==> src/rtl/taiga_config.sv <==
// Build-time defaults for the snoop invalidation path.
package taiga_config;

  localparam int SNOOP_FIFO_DEPTH = 4;
  localparam int SNOOP_OFFSET_W   = 4;

endpackage

==> src/rtl/taiga_types.sv <==
// Shared types for the snoop invalidation path.
package taiga_types;

  import taiga_config::*;

  typedef enum logic [1:0] {
    IDLE = 2'd0,
    REQ  = 2'd1,
    CMP  = 2'd2,
    INV  = 2'd3
  } snoop_state_t;

  // Line address (byte address without the line offset) for the default geometry.
  typedef logic [31-SNOOP_OFFSET_W:0] snoop_line_addr_t;

endpackage

==> src/rtl/snoop_inval_unit_if.sv <==
// Bus bundle between the snoop invalidation unit and its environment.
// Handshakes: snoop_valid is a one-cycle push with no backpressure.
// tag_req is held with a stable tag_idx until tag_gnt is high at a rising
// edge; tag_rdata is valid the cycle after that grant. inv_we is a one-cycle
// strobe qualified by inv_idx.
interface snoop_inval_unit_if
  import taiga_types::*;
#(
  parameter int WAYS     = 2,
  parameter int IDX_W    = 6,
  parameter int OFFSET_W = 4
);

  localparam int TAG_W = 32 - IDX_W - OFFSET_W;

  logic                      snoop_valid;
  logic [31:0]               snoop_addr;
  logic                      tag_req;
  logic [IDX_W-1:0]          tag_idx;
  logic                      tag_gnt;
  logic [WAYS*(TAG_W+1)-1:0] tag_rdata;
  logic [WAYS-1:0]           inv_we;
  logic [IDX_W-1:0]          inv_idx;
  logic                      busy;
  logic                      overflow;
  snoop_state_t              dbg_state;

  modport slave (
    input  snoop_valid, snoop_addr, tag_gnt, tag_rdata,
    output tag_req, tag_idx, inv_we, inv_idx, busy, overflow, dbg_state
  );

  modport master (
    output snoop_valid, snoop_addr, tag_gnt, tag_rdata,
    input  tag_req, tag_idx, inv_we, inv_idx, busy, overflow, dbg_state
  );

endinterface

==> src/rtl/snoop_addr_fifo.sv <==
// Power-of-two FIFO holding pending snoop line addresses.
// With SNOOP_COALESCE_EN defined it also exposes the most recently pushed
// entry and whether that entry survives the current cycle's pop.
module snoop_addr_fifo #(
  parameter int WIDTH = 28,
  parameter int DEPTH = 4
) (
  input  logic             clk,
  input  logic             rst,
  input  logic             push,
  input  logic             pop,
  input  logic [WIDTH-1:0] din,
  output logic [WIDTH-1:0] head,
`ifdef SNOOP_COALESCE_EN
  output logic [WIDTH-1:0] last,
  output logic             last_valid,
`endif
  output logic             full,
  output logic             empty
);

  localparam int AW = $clog2(DEPTH);

  logic [WIDTH-1:0] mem [DEPTH];
  logic [AW:0]      wr_ptr;
  logic [AW:0]      rd_ptr;

  assign empty = (wr_ptr == rd_ptr);
  assign full  = (wr_ptr[AW] != rd_ptr[AW]) && (wr_ptr[AW-1:0] == rd_ptr[AW-1:0]);
  assign head  = mem[rd_ptr[AW-1:0]];

`ifdef SNOOP_COALESCE_EN
  logic [AW-1:0] tail_idx;
  assign tail_idx   = wr_ptr[AW-1:0] - AW'(1);
  assign last       = mem[tail_idx];
  // A sole entry being popped this cycle no longer counts as queued.
  assign last_valid = !empty && !(pop && ((wr_ptr - rd_ptr) == (AW+1)'(1)));
`endif

  // Pointer update; the extra MSB distinguishes full from empty.
  always_ff @(posedge clk or negedge rst) begin
    if (!rst) begin
      wr_ptr <= '0;
      rd_ptr <= '0;
    end else begin
      if (push) wr_ptr <= wr_ptr + (AW+1)'(1);
      if (pop)  rd_ptr <= rd_ptr + (AW+1)'(1);
    end
  end

  // Storage write; contents are don't-care while the slot is empty.
  always_ff @(posedge clk) begin
    if (push) mem[wr_ptr[AW-1:0]] <= din;
  end

endmodule

==> src/rtl/snoop_inval_unit.sv <==
// Snoop invalidation unit: queues remote-store line addresses, looks each
// one up in the dcache tags and clears the valid bit of every matching way.
// Optional feature macro: SNOOP_COALESCE_EN (drop a snoop that repeats the
// most recently queued line).
module snoop_inval_unit
  import taiga_types::*, taiga_config::*;
#(
  parameter int FIFO_DEPTH = SNOOP_FIFO_DEPTH,
  parameter int WAYS       = 2,
  parameter int IDX_W      = 6,
  parameter int OFFSET_W   = 4
) (
  input logic                clk,
  input logic                rst,
  snoop_inval_unit_if.slave  bus
);

  localparam int TAG_W  = 32 - IDX_W - OFFSET_W;
  localparam int LINE_W = 32 - OFFSET_W;
  localparam int ENT_W  = TAG_W + 1;

  snoop_state_t      state_q, state_d;
  logic [LINE_W-1:0] line_in, head;
  logic [IDX_W-1:0]  head_idx;
  logic [TAG_W-1:0]  head_tag;
  logic              full, empty, push, pop, dup;
  logic [WAYS-1:0]   hit, hit_q;
  logic              overflow_q;
  logic              unused_offset;

  assign line_in       = bus.snoop_addr[31:OFFSET_W];
  assign unused_offset = ^bus.snoop_addr[OFFSET_W-1:0];
  assign head_idx      = head[IDX_W-1:0];
  assign head_tag      = head[LINE_W-1:IDX_W];

`ifdef SNOOP_COALESCE_EN
  logic [LINE_W-1:0] last;
  logic              last_valid;
  assign dup = bus.snoop_valid && last_valid && (last == line_in);
`else
  assign dup = 1'b0;
`endif

  // A full queue still accepts when the head leaves in the same cycle.
  assign push = bus.snoop_valid && !dup && (!full || pop);

  snoop_addr_fifo #(
    .WIDTH (LINE_W),
    .DEPTH (FIFO_DEPTH)
  ) u_fifo (
    .clk        (clk),
    .rst        (rst),
    .push       (push),
    .pop        (pop),
    .din        (line_in),
    .head       (head),
`ifdef SNOOP_COALESCE_EN
    .last       (last),
    .last_valid (last_valid),
`endif
    .full       (full),
    .empty      (empty)
  );

  // Sticky record of any snoop lost to a full queue.
  always_ff @(posedge clk or negedge rst) begin
    if (!rst) overflow_q <= 1'b0;
    else if (bus.snoop_valid && !dup && full && !pop) overflow_q <= 1'b1;
  end

  // Per-way tag match against the head entry; meaningful only in CMP.
  always_comb begin
    hit = '0;
    for (int w = 0; w < WAYS; w++) begin
      hit[w] = bus.tag_rdata[w*ENT_W + TAG_W] &&
               (bus.tag_rdata[w*ENT_W +: TAG_W] == head_tag);
    end
  end

  // State register and the hit mask captured for the INV cycle.
  always_ff @(posedge clk or negedge rst) begin
    if (!rst) begin
      state_q <= IDLE;
      hit_q   <= '0;
    end else begin
      state_q <= state_d;
      if (state_q == CMP) hit_q <= hit;
    end
  end

  // Next state, tag-port request, invalidate strobe and queue pop.
  always_comb begin
    state_d     = state_q;
    pop         = 1'b0;
    bus.tag_req = 1'b0;
    bus.tag_idx = '0;
    bus.inv_we  = '0;
    bus.inv_idx = '0;
    unique case (state_q)
      IDLE: if (!empty) state_d = REQ;
      REQ: begin
        bus.tag_req = 1'b1;
        bus.tag_idx = head_idx;
        if (bus.tag_gnt) state_d = CMP;
      end
      CMP: begin
        if (|hit) begin
          state_d = INV;
        end else begin
          pop     = 1'b1;
          state_d = IDLE;
        end
      end
      INV: begin
        bus.inv_we  = hit_q;
        bus.inv_idx = head_idx;
        pop         = 1'b1;
        state_d     = IDLE;
      end
      default: state_d = IDLE;
    endcase
  end

  assign bus.busy      = !empty || (state_q != IDLE);
  assign bus.overflow  = overflow_q;
  assign bus.dbg_state = state_q;

endmodule

==> src/flat_wrapper.sv <==
// flat-port wrapper written by rule: the top's interface ports become plain ports
module snoop_inval_unit_flat import taiga_types::*, taiga_config::*;
#(
  parameter int FIFO_DEPTH = SNOOP_FIFO_DEPTH,
  parameter int WAYS       = 2,
  parameter int IDX_W      = 6,
  parameter int OFFSET_W   = 4
)
  (clk, rst, bus_snoop_valid, bus_snoop_addr, bus_tag_gnt, bus_tag_rdata, bus_tag_req, bus_tag_idx, bus_inv_we, bus_inv_idx, bus_busy, bus_overflow, bus_dbg_state);
  snoop_inval_unit_if #(.WAYS(WAYS), .IDX_W(IDX_W), .OFFSET_W(OFFSET_W)) bus_i ();
  input logic clk;
  input logic rst;
  input wire logic [$bits(bus_i.snoop_valid)-1:0] bus_snoop_valid;
  input wire logic [$bits(bus_i.snoop_addr)-1:0] bus_snoop_addr;
  input wire logic [$bits(bus_i.tag_gnt)-1:0] bus_tag_gnt;
  input wire logic [$bits(bus_i.tag_rdata)-1:0] bus_tag_rdata;
  output wire logic [$bits(bus_i.tag_req)-1:0] bus_tag_req;
  output wire logic [$bits(bus_i.tag_idx)-1:0] bus_tag_idx;
  output wire logic [$bits(bus_i.inv_we)-1:0] bus_inv_we;
  output wire logic [$bits(bus_i.inv_idx)-1:0] bus_inv_idx;
  output wire logic [$bits(bus_i.busy)-1:0] bus_busy;
  output wire logic [$bits(bus_i.overflow)-1:0] bus_overflow;
  output wire logic [$bits(bus_i.dbg_state)-1:0] bus_dbg_state;
  assign bus_i.snoop_valid = bus_snoop_valid;
  assign bus_i.snoop_addr = bus_snoop_addr;
  assign bus_i.tag_gnt = bus_tag_gnt;
  assign bus_i.tag_rdata = bus_tag_rdata;
  assign bus_tag_req = bus_i.tag_req;
  assign bus_tag_idx = bus_i.tag_idx;
  assign bus_inv_we = bus_i.inv_we;
  assign bus_inv_idx = bus_i.inv_idx;
  assign bus_busy = bus_i.busy;
  assign bus_overflow = bus_i.overflow;
  assign bus_dbg_state = bus_i.dbg_state;
  snoop_inval_unit #(.FIFO_DEPTH(FIFO_DEPTH), .WAYS(WAYS), .IDX_W(IDX_W), .OFFSET_W(OFFSET_W)) u_core (.clk(clk), .rst(rst), .bus(bus_i));
endmodule
==> config.mk <==
export PLATFORM = sky130hd
export DESIGN_NAME = snoop_inval_unit_flat
export DESIGN_NICKNAME = d
export VERILOG_FILES = /design/src/rtl/taiga_config.sv /design/src/rtl/taiga_types.sv /design/src/rtl/snoop_inval_unit_if.sv /design/src/rtl/snoop_addr_fifo.sv /design/src/rtl/snoop_inval_unit.sv /design/src/flat_wrapper.sv
export SDC_FILE = /design/constraint.sdc
export NUM_CORES = 1
export LEC_CHECK = 0
export ABC_AREA = 1
export BUFFER_PORTS_ARGS = -buffer_cell sky130_fd_sc_hd__buf_2
export CAP_MARGIN = 10
export CELL_PAD_IN_SITES_DETAIL_PLACEMENT = 0
export CELL_PAD_IN_SITES_GLOBAL_PLACEMENT = 2
export CORE_ASPECT_RATIO = 2
export CORE_UTILIZATION = 38
export DETAILED_ROUTE_END_ITERATION = 16
export PLACE_DENSITY = 0.87
export SLEW_MARGIN = 5
export SYNTH_ARGS = -nofsm -noshare
export SYNTH_HDL_FRONTEND = slang
export SYNTH_SLANG_ARGS = --single-unit
export TNS_END_PERCENT = 50
==> constraint.sdc <==
create_clock -name clk -period 7.24 [get_ports clk]
set_clock_uncertainty 0.05 [all_clocks]
set_input_delay 1.448 -clock clk [delete_from_list [all_inputs] [get_ports clk]]
set_output_delay 1.448 -clock clk [all_outputs]
set_load 0.01 [all_outputs]
==> results of run 1 <==
[per-stage QoR]
stage	util	hold WS (ps)	total power, mW
2_1_floorplan	-	445	1.88
3_3_place_gp	0.436	411	2.18
3_5_place_dp	0.436	411	2.21
4_1_cts	0.473	433	2.99
5_1_grt	0.473	468	3.17
6_report	0.473	427	2.95
[synthesized netlist by cell type, drive strengths merged]
master,instances
a31o,1
nand4,1
nand3,62
nor3,1
a21oi,9
nand3b,31
inv,21
xnor2,3
nor2,52
edfxtp,112
o21bai,1
dfrtp,11
nand2,234
o21ai,4
ha,5
xor2,4
a32o,6
buf,17
clkbuf,3
[cell type report]
class	instances	area [µm²]
fillers	1402	7860
flip-flops and latches	123	3640
multi-input cells	414	2000
repair buffers	102	526
clock buffers	18	429
well taps	195	244
clock inverters	14	123
inverters	21	78.8
diodes	1	2.50
[flip-flops by register name (all words and copies together) (netlist names)]
signal and flops:
u_core.u_fifo.mem 112, u_core.u_fifo.rd_ptr 3, u_core.bus.dbg_state 2, u_core.u_fifo.wr_ptr 3, u_core.hit_q 2, u_core.bus.overflow 1
[power breakdown]
part	leakage (nW)	switching (mW)	internal (mW)
sequential	1.16	0.0594	0.956
combinational	1.57	0.795	0.361
clock	0.262	0.310	0.471
[metal layers]
metal | share of wire | GRT usage | vias up
li1 | - | - | 2164
met1 | 0.38 | 0.204 | 2032
met2 | 0.54 | 0.362 | 116
met3 | 0.036 | 0.0360 | 31
met4 | 0.043 | 0.112 | 0
met5 | 0 | 0 | -
[worst max-delay path, cell delays in order, from the launching register on]
cell	delay, ps
sky130_fd_sc_hd__dfrtp_2	400
sky130_fd_sc_hd__inv_2	700
sky130_fd_sc_hd__nand2_1	130
sky130_fd_sc_hd__a32o_1	290
sky130_fd_sc_hd__nor2_1	80
sky130_fd_sc_hd__buf_2	140
[placed cells by master (no fill, tap or decap), drive strengths merged, types with 3 or more instances in the layout]
master / instances
o21ai: 4
xor2: 4
buf: 102
nand3b: 31
dfrtp: 11
clkinvlp: 3
ha: 5
a32o: 6
nand3: 62
a21oi: 9
clkinv: 8
nor2: 52
clkbuf: 18
edfxtp: 112
inv: 23
xnor2: 3
nand2: 234
[logic make-up after synthesis]
family                     synth area share
xor gates and xnor gates             0.0105
AOI/OAI and AO/OA                    0.0242
buffers and inverters                0.0370
adders and majority gates            0.0107
and+or+nand+nor                       0.295
DFF                                   0.622
[path summary, 6_finish.rpt]
kind | endpoint | cells past startpoint | startpoint
max reg2reg | u_core.u_fifo.mem[1][16] | 15 | u_core.u_fifo.rd_ptr[0]
min in group asynchronous | u_core.u_fifo.wr_ptr[1] | 1 | rst
max | bus_inv_idx[4] | 5 | u_core.u_fifo.rd_ptr[0]
min reg2reg | u_core.bus.overflow | 1 | u_core.bus.overflow
min | u_core.bus.overflow | 1 | u_core.bus.overflow
max in group asynchronous | u_core.u_fifo.rd_ptr[0] | 1 | rst
==> impl_metrics.tcl, run 1 <==
set metrics [dict create \
    wirelength_um 14800 \
    cts.repair_timing.setup_buffer_count 0 \
    master_cell_of_the_clock_root_buffer "sky130_fd_sc_hd__clkbuf_16" \
    dieHeight_um 177 \
    global_route_wire_length_before_repair_um 23000 \
    final_antenna_net_count 0 \
    buffer_ports.inserted 96 \
    vdd_drop_max_mv 0.324 \
    grt_setup_unrepaired "false" \
    mappedNetlistArea_mm2 0.00585 \
    antenna_violations_before_repair 1 \
    first_global_vias 4444 \
    max_freq_mhz 271 \
    route.detailed.vias_per_inst 4.89 \
    final-hold-violation-count 0 \
    number_of_maximum_capacitance_constraint_violations 0 \
    drt_drc_violations_left 0 \
    final_standard_cell_count_with_taps_included_and_fillers_excluded 888 \
    yosys_warns 0 \
    reg2reg_slack_ps 3880 \
    worst_ep_arrival_time_ps 2190 \
    total_cts_buffers 17 \
    latest_clock_arrival_within_the_worst_skew_pair_ps 410 \
    crit_fanout 56 \
    detailedRoute.firstPassIterationCount 4 \
    finalCritPeriodShare 0.509 \
    end_kind "primary output" \
    ys_top_cells_by_area "sky130_fd_sc_hd__edfxtp_1 58%, sky130_fd_sc_hd__nand2_1 15%, sky130_fd_sc_hd__dfrtp_1 4.7%, sky130_fd_sc_hd__nand3b_1 4.0%, sky130_fd_sc_hd__nand3_1 3.9%" \
    cts.htree.levels 4 \
    floorplan.initialDensity 0.392 \
    flow.area_growth_from_synthesis_pct 20.5 \
    cellLeakagePower_nw 2.99 \
    core_mm2 0.0149 \
    synth_nets 665 \
    detailedPlace.worstSlack_ps 3670 \
    worstPathRequired_ps 5740 \
    max_slew.worst_pin.slew_ps 993 \
    yosysTopAreaCellShare 0.575 \
    cellPowerDensity_mw_per_mm2 419 \
    cts_repair_resize_count 0 \
    grtUsageTotal 0.195 \
    hold_buffers 0 \
    clk_path_buf_depth 2 \
    portion_of_the_post_synthesis_area_used_by_sequential_elements 0.622 \
    count_of_mapped_cells_out_of_synthesis 578 \
    die_area_mm2 0.0159 \
    place_congestion 0.758 \
    global_route.overflow_total 0 \
    clkTransAtPathRegs_ps 60 \
    worst_slew_margin_rel 0.338 \
    syn-mean-instance-area_um2 10.1 \
    yosys.cell_types.count 28 \
    setup_viol 0 \
    place_hpwl_um 9950 \
    clock_sinks 123 \
    routedWlPerCell_um 16.6 \
    detailroute.via_count 4343 \
    totalNegativeSetupSlack_ps 0 \
    finalNetCount 766 \
    grt_max_degree 60 \
    start_kind "register" \
    postSynthRegisterBits 123 \
    post_detailed_placement_cell_area_mm2 0.00649 \
    tritoncts "yes" \
    first_iter_violations 175 \
    design.portCount 101 \
    post-route-cell-area_mm2 0.00704 \
    hp-class "reg2reg" \
    post-route-worst-setup-slack_ps 3550 \
    min_period_ps 3690 \
    num_rows 63 \
    drive_gt1_frac 0.227 \
    synth.largest_area_cell "sky130_fd_sc_hd__edfxtp_1" \
    die_width_um 89.7 \
    result_of_the_run "complete, no violations" \
    finalMaxSlewViolations 0 \
    number_of_placed_instances_taps_included 855 \
    timing_worst_setup_path_type "reg2out" \
]
No activity file was read; power rests on OpenSTA's default activity.
==> run 2, diff against run 1 <==
ABC_AREA = 0   (was 1)
CORE_UTILIZATION = 40   (was 38)
PLACE_DENSITY = 0.82   (was 0.87)
clock period = 3.4 ns   (was 7.24 ns; I/O delays follow)
==> run 2 against run 1 <==
Hold slack got worse by 330 ps. Utilization increased by 5.5 points. Die area decreased by 8.7%. Synthesized cell count decreased by 39%. Register-to-register slack got worse by 3800 ps. Count of clock-buffer cells in the layout unchanged. Synthesized area decreased by 4.0%. Via count decreased by 19%.
==> impl_metrics.tcl, run 2 <==
set metrics [dict create \
    result_of_the_run "complete, no violations" \
    crit_path_to "u_core.u_fifo.mem[1][25]" \
    die_area_mm2 0.0145 \
    detailedPlace.worstSlack_ps 79.2 \
    global_route_wire_length_before_repair_um 19700 \
    drive_gt1_frac 0.370 \
    end_kind "register" \
    post-route-worst-setup-slack_ps 120 \
    finalCritPeriodShare 0.965 \
    muxShareOfSynthArea 0.137 \
    first_global_vias 3731 \
    floorplan.initialDensity 0.413 \
    whs_ps 97.5 \
    bufs_and_invs_on_worst_path 3 \
    first_iter_violations 139 \
    multiInputGateArea_mm2 0.00185 \
    grtUsageTotal 0.192 \
    max_slew.worst_pin.slew_ps 496 \
    max_freq_mhz 305 \
    global_route.overflow_total 0 \
    mostFrequentLayoutCells "112 x sky130_fd_sc_hd__edfxtp_1, 96 x sky130_fd_sc_hd__buf_2, 31 x sky130_fd_sc_hd__xnor2_1, 26 x sky130_fd_sc_hd__mux2i_1, 22 x sky130_fd_sc_hd__mux4_2" \
    ys_top_cells_by_area "sky130_fd_sc_hd__edfxtp_1 60%, sky130_fd_sc_hd__mux4_2 8.8%, sky130_fd_sc_hd__dfrtp_1 4.9%, sky130_fd_sc_hd__xnor2_1 4.8%, sky130_fd_sc_hd__mux2i_1 4.6%" \
    post_synth_edffs 112 \
    critical_path.top_delay_family "simple AND/OR/NAND/NOR gates" \
    routedWlPerCell_um 19.2 \
    clkTransAtPathRegs_ps 60 \
    setup_viol 0 \
    finalMaxSlewViolations 0 \
    grt_max_degree 29 \
    synth_xor_xnor_area_share 0.0671 \
    design.portCount 101 \
    yosysMostFrequentCell "sky130_fd_sc_hd__edfxtp_1" \
    antenna_cells_inserted 0 \
    flow.area_growth_from_synthesis_pct 27.8 \
    start_kind "register" \
    hold_buffers 0 \
    timing.rr.start "u_core.u_fifo.rd_ptr[0]" \
    synth.largest_area_cell "sky130_fd_sc_hd__edfxtp_1" \
    drt_drc_violations_left 0 \
    number_of_maximum_capacitance_constraint_violations 0 \
    tritoncts "yes" \
    place_hpwl_um 9590 \
    cellLeakagePower_nw 2.75 \
    slowest_delay_ps 560 \
    route.detailed.vias_per_inst 5.20 \
    finalNetCount 566 \
    synthArstFlopShare 0.0894 \
    hp-class "in2async" \
    yosys_warns 0 \
    synth_top_family_by_area "multiplexers" \
    yosysTopAreaCellShare 0.599 \
    cellPowerDensity_mw_per_mm2 899 \
    final-hold-violation-count 0 \
    antenna_violations_before_repair 0 \
    synth-compound-area-share 0.0555 \
    crit_fanout 22 \
    detailroute.via_count 3527 \
    grt_setup_unrepaired "false" \
    regArea_mm2 0.00364 \
    timing.rr.end "u_core.u_fifo.mem[1][25]" \
    ff2ff_path_depth 11 \
    synth_nets 440 \
    num_rows 60 \
    totalNegativeSetupSlack_ps 0 \
    cp_cell_sequence "buf_12 > mux4_2 > xnor2_1 > nand4_1 > a2111oi_2 > buf_4 > nand4_1 > nand2_1 > nand2_1 > and4_1 > buf_12" \
    clk_path_buf_depth 2 \
    final_antenna_net_count 0 \
    synth_commonest_cells "112 x sky130_fd_sc_hd__edfxtp_1, 31 x sky130_fd_sc_hd__xnor2_1, 26 x sky130_fd_sc_hd__mux2i_1" \
    yosys.area_share.simple 0.0562 \
    place_congestion 0.817 \
    fillers 1165 \
    mostFrequentLayoutCell "sky130_fd_sc_hd__edfxtp_1" \
    yosys.cell_types.count 45 \
    cts.htree.levels 4 \
    worst_slew_margin_rel 0.669 \
    mappedNetlistArea_mm2 0.00561 \
    detailedRoute.firstPassIterationCount 6 \
    count_of_mapped_cells_out_of_synthesis 353 \
    syn-mean-instance-area_um2 15.9 \
    vdd_drop_max_mv 0.575 \
    crit_slowest_cell "sky130_fd_sc_hd__mux4_2" \
    buffer_ports.inserted 96 \
    timing_worst_setup_path_type "reg2reg" \
    die_width_um 85.8 \
    dieHeight_um 170 \
    reg2reg_slack_ps 120 \
    portion_of_the_post_synthesis_area_used_by_sequential_elements 0.648 \
    worst_ep_arrival_time_ps 3390 \
    min_period_ps 3280 \
    total_cts_buffers 17 \
    predominant_post_synthesis_flop_cell "sky130_fd_sc_hd__edfxtp_1" \
    yosys.area_share.adder 0.0111 \
    latest_clock_arrival_within_the_worst_skew_pair_ps 420 \
    clock_sinks 123 \
    core_mm2 0.0136 \
    master_cell_of_the_clock_root_buffer "sky130_fd_sc_hd__clkbuf_16" \
    worstPathRequired_ps 3510 \
    largest_register_ff_count 112 \
    postSynthRegisterBits 123 \
    wirelength_um 13000 \
    startpoint "u_core.u_fifo.rd_ptr[0]" \
    timing.critical_path.depth 11 \
]
[run 2: per-stage QoR]
step,utilization,instance area (µm²),total power [mW],cells
4_1_cts,0.527,7160,6.51,677
3_3_place_gp,0.480,6520,4.51,645
6_report,0.528,7170,6.45,678
5_1_grt,0.528,7170,6.78,678
2_1_floorplan,-,5620,3.74,353
3_5_place_dp,0.480,6520,4.57,645
[run 2: cells by family after synthesis]
logic type               count (synthesis)
buffers and inverters                   30
AND/OR/NAND/NOR                         59
adder cells (fa/ha/maj)                  5
flip-flops                             123
multiplexers                            49
XOR/XNOR                                43
AO/OA/AOI/OAI                           44
[run 2: worst min-delay path by stage]
stage	end	slack, ps	cells past startpoint
2_1_floorplan	u_core.bus.dbg_state[0]	330	0
3_3_place_gp	u_core.hit_q[1]	410	2
3_5_place_dp	u_core.hit_q[0]	420	2
4_1_cts	u_core.bus.overflow	90	1
5_1_grt	u_core.hit_q[0]	100	1
6_report	u_core.hit_q[0]	100	1
[run 2: power breakdown]
part	switching [mW]	internal, mW	leakage [nW]	total, mW
Clock	0.687	1.25	0.310	1.93
Combinational	1.19	1.09	1.28	2.29
Sequential	0.190	2.04	1.16	2.23
Total	2.07	4.38	2.75	6.45
[run 2: metal layers]
metal  track usage  up-vias  wire [µm]
li1              -     1646          -
met1         0.187     1725       4450
met2         0.363      120       7560
met3        0.0384       36        497
met4         0.115        0        534
met5             0        -          0
[run 2: cell type report]
cell class	count	share of cell area
clock inverter	14	0.0290
sequential	123	0.508
multi-input combinational	200	0.258
inverter	14	0.00733
tap	186	0.0324
timing repair buffer	123	0.106
clock buffer	18	0.0598
[run 2: repair_timing]
action                     4_1_cts  5_1_grt
gates resized for setup          0        2
setup buffers                    0        1
setup endpoints to repair        0       84
